### config.mk
export PLATFORM = sky130hd
export DESIGN_NAME = dmem_arbiter
export DESIGN_NICKNAME = d
export VERILOG_FILES = /design/src/rtl/dmem_arbiter.sv
export SDC_FILE = /design/constraint.sdc
export NUM_CORES = 1
export LEC_CHECK = 0
export BUFFER_PORTS_ARGS = -buffer_cell sky130_fd_sc_hd__buf_2
export CORE_MARGIN = 2
export CORE_UTILIZATION = 47
export CTS_CLUSTER_SIZE = 14
export DETAILED_ROUTE_END_ITERATION = 12
export PLACE_DENSITY = 0.81
export RECOVER_POWER = 25
export REMOVE_ABC_BUFFERS = 1
export SYNTH_ARGS = -nofsm -noshare
export SYNTH_HDL_FRONTEND = slang
export SYNTH_SLANG_ARGS = --single-unit
### constraint.sdc
create_clock -name clk -period 1.69 [get_ports clk]
set_input_delay 0.169 -clock clk [delete_from_list [all_inputs] [get_ports clk]]
set_output_delay 0.169 -clock clk [all_outputs]
set_load 0.03 [all_outputs]
### src/rtl/dmem_arbiter.sv
// Two-port arbiter for the single-port data memory: CPU first, DMA after MAX_WAIT denials.
// Ports: cpu_*/dma_* request/response, mem_* to memory, dma_starved status.
module dmem_arbiter #(
  parameter int unsigned MAX_WAIT    = 4,
  parameter int unsigned DEPTH_WORDS = 1024
) (
  input  logic        clk,
  input  logic        rst_n,
  input  logic        cpu_valid,
  input  logic        cpu_we,
  input  logic [31:0] cpu_addr,
  input  logic [31:0] cpu_wdata,
  output logic        cpu_ready,
  output logic        cpu_rvalid,
  output logic [31:0] cpu_rdata,
  output logic        cpu_err,
  input  logic        dma_valid,
  input  logic        dma_we,
  input  logic [31:0] dma_addr,
  input  logic [31:0] dma_wdata,
  output logic        dma_ready,
  output logic        dma_rvalid,
  output logic [31:0] dma_rdata,
  output logic        dma_err,
  output logic        mem_read,
  output logic        mem_write,
  output logic [31:0] mem_addr,
  output logic [31:0] mem_wdata,
  input  logic [31:0] mem_rdata,
  output logic        dma_starved
);

  localparam logic [3:0]  MAX_W   = 4'(MAX_WAIT);
  localparam logic [29:0] DEPTH_W = 30'(DEPTH_WORDS);

  typedef enum logic {
    S_IDLE,
    S_ACCESS
  } state_t;

  typedef enum logic {
    OWN_CPU,
    OWN_DMA
  } owner_t;

  typedef struct packed {
    logic [31:0] addr;
    logic [31:0] wdata;
    logic        we;
    owner_t      owner;
    logic        err;
  } cmd_t;

  state_t     state_q, state_d;
  cmd_t       cmd_q, cmd_d;
  logic [3:0] wait_q, wait_d;
  logic       starved;
  logic       cpu_acc, dma_acc;
  logic       busy, mem_go;
  logic [31:0] rsp_data;

  function automatic logic out_of_range(input logic [31:0] a);
    return a[31:2] >= DEPTH_W;
  endfunction

  assign starved     = (wait_q == MAX_W);
  assign dma_starved = starved;

  // Grant: disjoint cases so exactly one arm can match.
  always_comb begin
    cpu_ready = 1'b0;
    dma_ready = 1'b0;
    unique case (1'b1)
      (cpu_valid & dma_valid): begin
        if (starved) dma_ready = 1'b1;
        else         cpu_ready = 1'b1;
      end
      (cpu_valid & !dma_valid): cpu_ready = 1'b1;
      (!cpu_valid & dma_valid): dma_ready = 1'b1;
      default: ;
    endcase
  end

  assign cpu_acc = cpu_valid & cpu_ready;
  assign dma_acc = dma_valid & dma_ready;

  always_comb begin
    wait_d = wait_q;
    unique case (1'b1)
      dma_acc:                             wait_d = '0;
      (dma_valid & !dma_ready & !starved): wait_d = wait_q + 4'd1;
      default: ;
    endcase
  end

  // Command latch: an access cycle follows every acceptance,
  // so back-to-back acceptance keeps the state in S_ACCESS.
  always_comb begin
    cmd_d   = cmd_q;
    state_d = S_IDLE;
    unique case (1'b1)
      cpu_acc: begin
        cmd_d.addr  = cpu_addr;
        cmd_d.wdata = cpu_wdata;
        cmd_d.we    = cpu_we;
        cmd_d.owner = OWN_CPU;
        cmd_d.err   = out_of_range(cpu_addr);
        state_d     = S_ACCESS;
      end
      dma_acc: begin
        cmd_d.addr  = dma_addr;
        cmd_d.wdata = dma_wdata;
        cmd_d.we    = dma_we;
        cmd_d.owner = OWN_DMA;
        cmd_d.err   = out_of_range(dma_addr);
        state_d     = S_ACCESS;
      end
      default: ;
    endcase
  end

  always_ff @(posedge clk or negedge rst_n) begin
    if (!rst_n) begin
      state_q <= S_IDLE;
      cmd_q   <= '0;
      wait_q  <= '0;
    end else begin
      state_q <= state_d;
      cmd_q   <= cmd_d;
      wait_q  <= wait_d;
    end
  end

  assign busy   = (state_q == S_ACCESS);
  assign mem_go = busy & !cmd_q.err;

  // Out-of-range commands never drive the memory.
  assign mem_read  = mem_go & !cmd_q.we;
  assign mem_write = mem_go & cmd_q.we;
  assign mem_addr  = mem_go ? cmd_q.addr : '0;
  assign mem_wdata = mem_go ? cmd_q.wdata : '0;

  assign rsp_data = mem_read ? mem_rdata : '0;

  // Response: only the owner's side updates; the other holds rdata.
  always_ff @(posedge clk or negedge rst_n) begin
    if (!rst_n) begin
      cpu_rvalid <= 1'b0;
      cpu_rdata  <= '0;
      cpu_err    <= 1'b0;
      dma_rvalid <= 1'b0;
      dma_rdata  <= '0;
      dma_err    <= 1'b0;
    end else begin
      cpu_rvalid <= busy & (cmd_q.owner == OWN_CPU);
      dma_rvalid <= busy & (cmd_q.owner == OWN_DMA);
      if (busy & (cmd_q.owner == OWN_CPU)) begin
        cpu_rdata <= rsp_data;
        cpu_err   <= cmd_q.err;
      end
      if (busy & (cmd_q.owner == OWN_DMA)) begin
        dma_rdata <= rsp_data;
        dma_err   <= cmd_q.err;
      end
    end
  end

endmodule
==> results.cfg, run 1 <==
[run_status]
status = finished with violations
violations = negative setup slack

[synthesis]
async_flop_share_pct = 100
netlist_top_cells_count = 141 x nand2_1, 140 x dfrtp_1, 65 x and2_1
yosys.area.top_type = dfrtp_1
syn_inst = 664
synth_edf_count = 0
synth_area_per_cell_um2 = 9.67
seq_area_frac_synth_pct = 54.6
synth-seq-cells = 140
synth_most_common_cell = nand2_1
synth_area_leaders = dfrtp_1 55%, nand2_1 8.2%, and2_1 6.3%
synth_flop_cell = dfrtp_1
synth_top_area_share_pct = 54.6
yosysWarningCount = 0
syn_area_um2 = 6420
ys_types = 38

[power]
power.density_nw_per_um2 = 838
seq_power_share_pct = 40.4
ir_worst_vdd_v = 0.000686
p_sw_mw = 2.45
leakage_nw = 5.39
p_int_mw = 6.66
totalPowerFinal_mw = 9.11
p_clk_share_pct = 44.5
pwr-share-comb_pct = 15.1
switching_share_pct = 26.9

[timing]
finalCritPeriodShare_pct = 113
max_freq_mhz = 525
final.setup_skew_ns = 0.0103
finalSetupViolCount = 122
finalHoldViolations = 0
post-route-min-period_ns = 1.91
worstMarginPinSlew_ns = 0.872
fin_ws_ns = -0.215
slew_viol_final = 0
rsz0062_at_grt = true
relSlewSlack_pct = 41.9

[placed_design]
placed_cells = 1120
gp_congestion = 0.830
placed_cell_area_um2 = 8210
port_buffers = 302
dp_hpwl_mm = 13.9

[clocking]
h-tree-depth = 4
cts_buffers = 17
ctsLongestPathBuffers = 2
cts.sinks = 140
insertion_delay_ns = 0.43
cts_root_buf = clkbuf_16
clk_pin_slew_ns = 0.06
cts_tree = done

[global_route]
grt_pass1_vias = 7236
use_met2_pct = 59.1
antenna_found_initial = 0
grt_max_degree = 58
grt_use_met3_pct = 8.32
use_met1_pct = 40.5
grt_pass1_wl_mm = 39.0
grt_use_total_pct = 34.9
busiest_layer = met2
grt.overflow.total = 0

[floorplan]
dieWidth_um = 121
die_h_um = 121
row_count = 42
core_area_um2 = 13300
initial_utilization_pct = 48.3
die-area_um2 = 14600
boundaryPins = 303

[cells_and_area]
drive_above_1_share_pct = 50.3
regArea_um2 = 3500
finalNonFillerCells = 1256
nFillCells = 635
fin_area_um2 = 10900
n_antenna_cell = 0
final_nets = 1235
layout-area-overhead-vs-synth_pct = 69.2
multi_input_area_um2 = 2750

[setup_path]
r2r_slack_ns = -0.22
path_cells = inv_2, ha_4, nand3b_4, o21ai_4, inv_4, buf_4, buf_6, a22oi_1, nand2_1
cp-endpoint = cmd_q[50]
r2r_start = wait_q[0]
critPathLaunchType = register
path_class = register to register
worst-path-max-fanout = 10
worstPathArrival_ns = 2.18
crit_slowest_cell = dfrtp_1
crit_required_ns = 1.97
worstSetupEndpointType = register
startpoint = wait_q[0]
cpPeakStageDelay_ns = 0.39
r2r-end = cmd_q[50]
r2r_cells = 9

[drt]
routed_via_density = 5.88
drc_errors = 0
drt_iter0_markers = 821
routed_wl_mm = 29.1
dr_total_vias = 7384
ant_nets = 0
first_pass_iters = 6
avgRoutedWirePerCell_um = 23.1

[worst_hold_path]
hold_depth = 3
hold_class = input pin to register

[job]
maxCapViolCount = 0
## cells in the final DEF, fill, tap and decap left out, types with 2 or more instances in the layout
master / netlist / routed
inv_2: 2 / 4
inv_1: 52 / 48
a22oi_2: 0 / 14
nor2_1: 2 / 2
clkbuf_2: 1 / 2
o21ai_1: 10 / 14
mux2_2: 2 / 2
buf_6: 7 / 73
buf_12: 0 / 12
nor4_1: 12 / 11
and2_4: 0 / 65
buf_4: 7 / 20
clkinvlp_4: 0 / 4
a21oi_1: 5 / 5
o21ai_2: 1 / 4
inv_6: 0 / 2
clkinv_2: 0 / 3
buf_2: 11 / 232
o22ai_1: 36 / 36
dlygate4sd3_1: 0 / 72
dfrtp_1: 140 / 140
inv_4: 0 / 2
nand3_1: 4 / 4
nand2_1: 141 / 140
buf_8: 1 / 5
nor3_1: 2 / 2
and3_1: 2 / 2
buf_16: 0 / 5
a22oi_1: 19 / 5
bufinv_16: 0 / 4
clkbuf_16: 0 / 25
nor2b_4: 0 / 2
o22ai_2: 10 / 10
o21ai_0: 57 / 49
a21oi_2: 41 / 40
## power by group through the flow
| stage | logic [mW] | registers (mW) | clock network, mW |
|---|---|---|---|
| 2_1_floorplan | 0.440 | 3.67 | 0 |
| 3_3_place_gp | 0.921 | 3.69 | 0 |
| 3_5_place_dp | 0.940 | 3.69 | 0 |
| 4_1_cts | 1.15 | 3.64 | 4.03 |
| 5_1_grt | 1.43 | 3.69 | 4.21 |
| 6_report | 1.37 | 3.68 | 4.05 |
## critical path: cells and delay by family, from the launching register on
| family | cells | cell delay (ns) |
|---|---|---|
| compound gates | 2 | 0.41 |
| fa+ha+maj | 1 | 0.16 |
| buf+inv | 4 | 0.52 |
| flops | 1 | 0.39 |
| simple gates | 2 | 0.28 |
## cell type report
| class | count | area share, % |
|---|---|---|
| Sequential cell | 140 | 32.2 |
| Inverter | 54 | 1.91 |
| Tap cell | 176 | 2.03 |
| Multi-Input combinational cell | 423 | 25.3 |
| Clock inverter | 14 | 1.76 |
| Clock buffer | 18 | 4.04 |
| Timing Repair Buffer | 431 | 32.7 |
## layer usage
| metal | part of all wire [%] | routed length (um) | vias to the layer above |
|---|---|---|---|
| met5 | 0 | 0 | - |
| met4 | 7.7 | 2230 | 0 |
| met3 | 12 | 3410 | 215 |
| met2 | 47 | 13700 | 672 |
| met1 | 33 | 9710 | 3458 |
| li1 | - | - | 3039 |
## through the flow
step / setup TNS (ns) / util [%] / setup WS [ns] / hold slack [ns]
2_1_floorplan: -233.22 / - / -2.00 / -0.127
3_3_place_gp: 0 / 61.7 / 0.0771 / 0.0721
3_5_place_dp: 0 / 61.7 / 0.00636 / 0.0723
4_1_cts: -4.14 / 78.7 / -0.135 / 0.000346
5_1_grt: -21.03 / 81.7 / -0.292 / 0.0116
6_report: -13.82 / 81.7 / -0.215 / 0.0101
## worst min-delay path by stage
stage                  start            end  slack [ns]
2_1_floorplan          rst_n           busy       -0.13
3_3_place_gp           rst_n  dma_rdata[24]        0.07
3_5_place_dp           rst_n  dma_rdata[24]        0.07
4_1_cts         dma_addr[21]      cmd_q[56]      0.0003
5_1_grt        mem_rdata[12]  dma_rdata[12]        0.01
6_report       mem_rdata[29]  cpu_rdata[29]        0.01
## cell families after synthesis
family	share of synthesized area, %
and+or+nand+nor	17.5
AOI/OAI and AO/OA	19.5
DFF	54.6
buffers and inverters	7.54
muxes	0.507
adders and majority gates	0.390
## state kept, by name, summed over array words and instances, names as in the netlist
signal      count
cmd_q          67
cpu_rdata      32
dma_rdata      32
wait_q          4
busy            1
cpu_err         1
cpu_rvalid      1
dma_err         1
dma_rvalid      1
## what timing repair did
item                                   in CTS  in global routing
endpoints found under the hold margin     173                  0
cloned                                      6                 10
setup endpoints to repair                  73                166
pin swaps                                  13                 28
gates resized for setup                   204                 65
hold buffers                               72                  0
setup buffers                              13                  6
Power figures use the tool's default switching activity.
==> inputs of run 2 (changes only) <==
--- a/config.mk
+++ b/config.mk
@@ -11,7 +11,7 @@
 export CTS_CLUSTER_SIZE = 14
 export DETAILED_ROUTE_END_ITERATION = 12
 export PLACE_DENSITY = 0.81
-export RECOVER_POWER = 25
+export RECOVER_POWER = 50
 export REMOVE_ABC_BUFFERS = 1
 export SYNTH_ARGS = -nofsm -noshare
 export SYNTH_HDL_FRONTEND = slang
==> run 2 against run 1 <==
The flow still finishes with violations (negative setup slack). Combinational power about the same. Non-clock buffer count unchanged. Count of clock-buffer cells in the layout stayed put. Hold slack improved by 0.0010 ns. Setup slack got worse by 0.0031 ns. Total power hardly changed. Via count grew 0.22%. Die area did not move. Register-to-register slack about the same. Core utilization barely moved. Largest power group unchanged. Highest routed layer unchanged.
==> results.cfg, run 2 (synthesized netlist as in run 1, its figures left out) <==
[run_status]
status = finished with violations
violations = negative setup slack

[setup_path]
r2r_slack_ns = -0.22
worstPathArrival_ns = 2.18
crit_slowest_cell = dfrtp_1
critPathLaunchType = register
cpPeakStageDelay_ns = 0.39
path_cells = inv_2, ha_4, nand3b_4, o21ai_4, inv_4, buf_4, buf_6, a22oi_1, nand2_1
worstSetupEndpointType = register
path_class = register to register
crit_required_ns = 1.97
worst-path-max-fanout = 10

[clocking]
cts_buffers = 17
cts_tree = done
ctsLongestPathBuffers = 2
cts.sinks = 140
clk_pin_slew_ns = 0.06
cts_root_buf = clkbuf_16
insertion_delay_ns = 0.43
h-tree-depth = 4

[timing]
post-route-min-period_ns = 1.91
fin_hold_ws_ns = 0.0111
final.setup_skew_ns = 0.0126
rsz0062_at_grt = true
finalHoldViolations = 0
fin_ws_ns = -0.218
finalSetupViolCount = 122
slew_viol_final = 0
relSlewSlack_pct = 39.8
worstMarginPinSlew_ns = 0.904
finalCritPeriodShare_pct = 113
max_freq_mhz = 524

[power]
leakage_nw = 5.39
ir_worst_vdd_v = 0.000680
power.density_nw_per_um2 = 838

[drt]
first_pass_iters = 5
routed_wl_mm = 29.0
ant_nets = 0
dr_total_vias = 7400
drt_iter0_markers = 854
drc_errors = 0
avgRoutedWirePerCell_um = 23.1
routed_via_density = 5.89

[floorplan]
row_count = 42
die-area_um2 = 14600
initial_utilization_pct = 48.3
boundaryPins = 303
die_h_um = 121
core_area_um2 = 13300
dieWidth_um = 121

[global_route]
grt_max_degree = 58
grt_pass1_vias = 7236
grt_pass1_wl_mm = 39.0
antenna_found_initial = 0
grt_use_total_pct = 34.9
grt.overflow.total = 0

[cells_and_area]
n_antenna_cell = 0
final_cell_mix = 232 x buf_2, 140 x nand2_1, 140 x dfrtp_1
largest_reg_flops = 67
layout.cells.most_common = buf_2
fin_area_um2 = 10900
drive_above_1_share_pct = 50.3
final_nets = 1235
layout-area-overhead-vs-synth_pct = 69.2
regMostFlops = cmd_q
largest_registers = cmd_q: 67 flops, cpu_rdata: 32 flops, dma_rdata: 32 flops

[job]
maxCapViolCount = 0

[placed_design]
placed_cell_area_um2 = 8210
gp_congestion = 0.830
port_buffers = 302
dp_hpwl_mm = 13.9

[worst_hold_path]
hold_class = input pin to register
[run 2: changes by cell type in the layout (fill, tap and decap cells not counted), sizes merged]
cell	change
buf	-1
clkbuf	+1
[run 2: metrics by stage]
stage                     utilization, %  instances  setup WS (ns)  TNS [ns]  total power, mW
after detailed placement            61.7       1120        0.00636         0             4.63
after CTS                           78.7       1243         -0.135     -4.14             8.83
final                               81.7       1256         -0.218    -13.60             9.10
after global routing                81.7       1256         -0.292    -21.03             9.34
after floorplan                        -        617          -2.00   -233.22             4.11
after global placement              61.7       1120         0.0771         0             4.61
[run 2: final timing paths]
check	to	startpoint	cells after the start
min	cpu_rdata[29]	mem_rdata[29]	3
max	cmd_q[50]	wait_q[0]	9
max in group asynchronous	cmd_q[3]	rst_n	3
min reg2reg	dma_rdata[16]	dma_rdata[16]	2
max reg2reg	cmd_q[50]	wait_q[0]	9
min in group asynchronous	cpu_rdata[31]	rst_n	2
[run 2: area by class of cell]
cell class | count | area, um^2
Clock buffer | 18 | 439
Inverter | 54 | 208
Sequential cell | 140 | 3500
Timing Repair Buffer | 431 | 3550
Fill cell | 636 | 2430
Multi-Input combinational cell | 423 | 2750
Tap cell | 176 | 220
Clock inverter | 14 | 191
[run 2: critical path: cells and delay by family, from the launching register on]
| family | cells | cell delay (ns) |
|---|---|---|
| buffers and inverters | 4 | 0.51 |
| DFF | 1 | 0.39 |
| AOI/OAI and AO/OA | 2 | 0.41 |
| adders and majority gates | 1 | 0.16 |
| and+or+nand+nor | 2 | 0.29 |
[run 2: layer usage]
| metal | vias to the layer above | routed length [um] | track usage (%) |
|---|---|---|---|
| met5 | - | 0 | 0 |
| met4 | 0 | 2220 | 19.8 |
| met3 | 204 | 3510 | 8.32 |
| met2 | 688 | 13700 | 59.1 |
| met1 | 3466 | 9570 | 40.5 |
| li1 | 3042 | - | - |
[run 2: power by group]
part | leakage, nW | total (mW) | internal [mW] | switching, mW
clock | 0.299 | 4.05 | 2.51 | 1.54
combinational | 3.33 | 1.37 | 0.616 | 0.756
sequential | 1.77 | 3.68 | 3.53 | 0.149
total | 5.39 | 9.10 | 6.66 | 2.44
[run 2: timing repair]
item                                    CTS  global route
endpoints found under the setup margin   73           166
resized for setup                       204            65
pin swaps                                13            28
cloned                                    6            10
buffers inserted                         13             6
endpoints found under the hold margin   173             0
hold buffers                             72             0
==> inputs of run 3 (changes only) <==
--- a/config.mk
+++ b/config.mk
@@ -16,3 +16,4 @@
 export SYNTH_ARGS = -nofsm -noshare
 export SYNTH_HDL_FRONTEND = slang
 export SYNTH_SLANG_ARGS = --single-unit
+export TNS_END_PERCENT = 50
==> run 3 against run 2 <==
The run still ends with negative setup slack left. Sequential power about the same. Wire length up 4.0%. Non-clock buffer count down 1. Count of clock-buffer cells in the layout unchanged. Register-to-register slack worse by 0.05 ns. First-iteration DRC count up 7.6%. Sequential share of layout area down 0.10 points. Total power up 1.2%. Clock skew up 0.0013 ns. Final area up 0.31%.
==> results.cfg, run 3 (synthesized netlist as in run 1, its figures left out) <==
[setup_path]
worstSetupEndpointType = register
crit_required_ns = 2.04
critPathLaunchType = register
r2r_slack_ns = -0.27
path_class = register to register
worst-path-max-fanout = 23
worstPathArrival_ns = 2.30

[cells_and_area]
final_cell_mix = 232 x buf_2, 140 x nand2_1, 140 x dfrtp_1
layout.cells.most_common = buf_2
largest_reg_flops = 67
drive_above_1_share_pct = 50.6
fin_util_pct = 82.0
layout-area-overhead-vs-synth_pct = 69.7
largest_registers = cmd_q: 67 flops, cpu_rdata: 32 flops, dma_rdata: 32 flops
final_nets = 1234
regMostFlops = cmd_q
finalNonFillerCells = 1258

[clocking]
clk_pin_slew_ns = 0.07
cts_tree = done
cts_root_buf = clkbuf_16
ctsLongestPathBuffers = 2
h-tree-depth = 4
cts_buffers = 17
insertion_delay_ns = 0.44
cts.sinks = 140

[drt]
drc_errors = 0
drt_iter0_markers = 919
routed_via_density = 5.96
dr_total_vias = 7495
ant_nets = 0
avgRoutedWirePerCell_um = 24.0
routed_wl_mm = 30.2
first_pass_iters = 5

[timing]
finalHoldViolations = 0
finalCritPeriodShare_pct = 116
rsz0062_at_grt = true
relSlewSlack_pct = 26.7
fin_ws_ns = -0.265
post-route-min-period_ns = 1.96
max_freq_mhz = 511
finalSetupTns_ns = -14.63
finalSetupViolCount = 132
worstMarginPinSlew_ns = 1.08
final.setup_skew_ns = 0.0139
slew_viol_final = 0

[placed_design]
dp_hpwl_mm = 13.9
placed_cells = 1120
dp_slack_ns = 0.00636
gp_congestion = 0.830
port_buffers = 302

[floorplan]
row_count = 42
die_h_um = 121
initial_utilization_pct = 48.3
core_area_um2 = 13300
boundaryPins = 303
dieWidth_um = 121
die-area_um2 = 14600

[worst_hold_path]
hold_class = input pin to register

[global_route]
grt_pass1_vias = 7072
grt_max_degree = 58
grt_pass1_wl_mm = 38.6
antenna_found_initial = 3
grt_use_total_pct = 34.8
grt.overflow.total = 0

[power]
power.density_nw_per_um2 = 846
p_int_mw = 6.67
pwr-share-comb_pct = 15.2
ir_worst_vdd_v = 0.000692
p_sw_mw = 2.54
leakage_nw = 5.40
seq_power_share_pct = 40.1
switching_share_pct = 27.6
p_clk_share_pct = 44.7

[job]
maxCapViolCount = 0

[run_status]
violations = negative setup slack
status = finished with violations
run 3: cell types whose count changed in the layout (fill, tap and decap cells not counted):
cell       previous run  this run
a22oi_2              14        19
a22oi_1               5         0
o21ai_1              14        13
o21ai_2               4         5
buf_4                19        16
nor4_4                1         0
a211oi_2              1         0
nor4_1               11        12
a211oi_1              0         1
clkbuf_16            25        26
buf_8                 5         6
diode_2               0         3
run 3: per-stage QoR:
| stage | hold slack, ns | power [mW] | instance area [um^2] |
|---|---|---|---|
| 2_1_floorplan | -0.127 | 4.11 | 6140 |
| 3_3_place_gp | 0.0721 | 4.61 | 8210 |
| 3_5_place_dp | 0.0723 | 4.63 | 8210 |
| 4_1_cts | 0.000346 | 8.81 | 10400 |
| 5_1_grt | 0.0122 | 9.38 | 10900 |
| 6_report | 0.00482 | 9.21 | 10900 |
run 3: path summary, 6_finish.rpt:
check / from / end / cells after the start
min: mem_rdata[29] / cpu_rdata[29] / 3
max: wait_q[1] / cmd_q[28] / 8
min reg2reg: dma_rdata[16] / dma_rdata[16] / 2
min in group asynchronous: rst_n / cpu_rdata[26] / 2
max reg2reg: wait_q[1] / cmd_q[28] / 8
max in group asynchronous: rst_n / cmd_q[36] / 3
run 3: critical path, cell delays in order (launching register included):
cell and delay, ns:
dfrtp_1 0.42, inv_2 0.10, ha_4 0.14, nand3b_4 0.12, o21ai_4 0.19, buf_4 0.21, buf_16 0.20, o22ai_1 0.19
a21oi_2 0.28
run 3: cell type report:
type / count / area, um^2
fill: 647 / 2400
clock inverter: 14 / 191
sequential: 140 / 3500
timing repair buffer: 430 / 3570
antenna: 3 / 7.51
tap: 176 / 220
multi-input combinational: 423 / 2760
clock buffer: 18 / 439
inverter: 54 / 208
run 3: what timing repair did:
| item | CTS | global route |
|---|---|---|
| cloned | 5 | 10 |
| endpoints found under the hold margin | 173 | 0 |
| pin swaps | 22 | 30 |
| gates resized for setup | 196 | 79 |
| setup endpoints to repair | 73 | 162 |
| hold buffers | 72 | 0 |
| buffers inserted | 13 | 5 |
run 3: power by group through the flow:
stage	Combinational [mW]	Clock, mW	Sequential (mW)
floorplan	0.440	0	3.67
global placement	0.921	0	3.69
detailed placement	0.940	0	3.69
CTS	1.14	4.03	3.64
global route	1.45	4.23	3.70
finish	1.40	4.12	3.69
run 3: metal layers:
metal	GRT usage [%]	up-vias	part of all wire, %
li1	-	3045	-
met1	40.2	3461	33
met2	58.7	714	45
met3	8.41	273	12
met4	20.0	2	9.6
met5	0	-	0.046
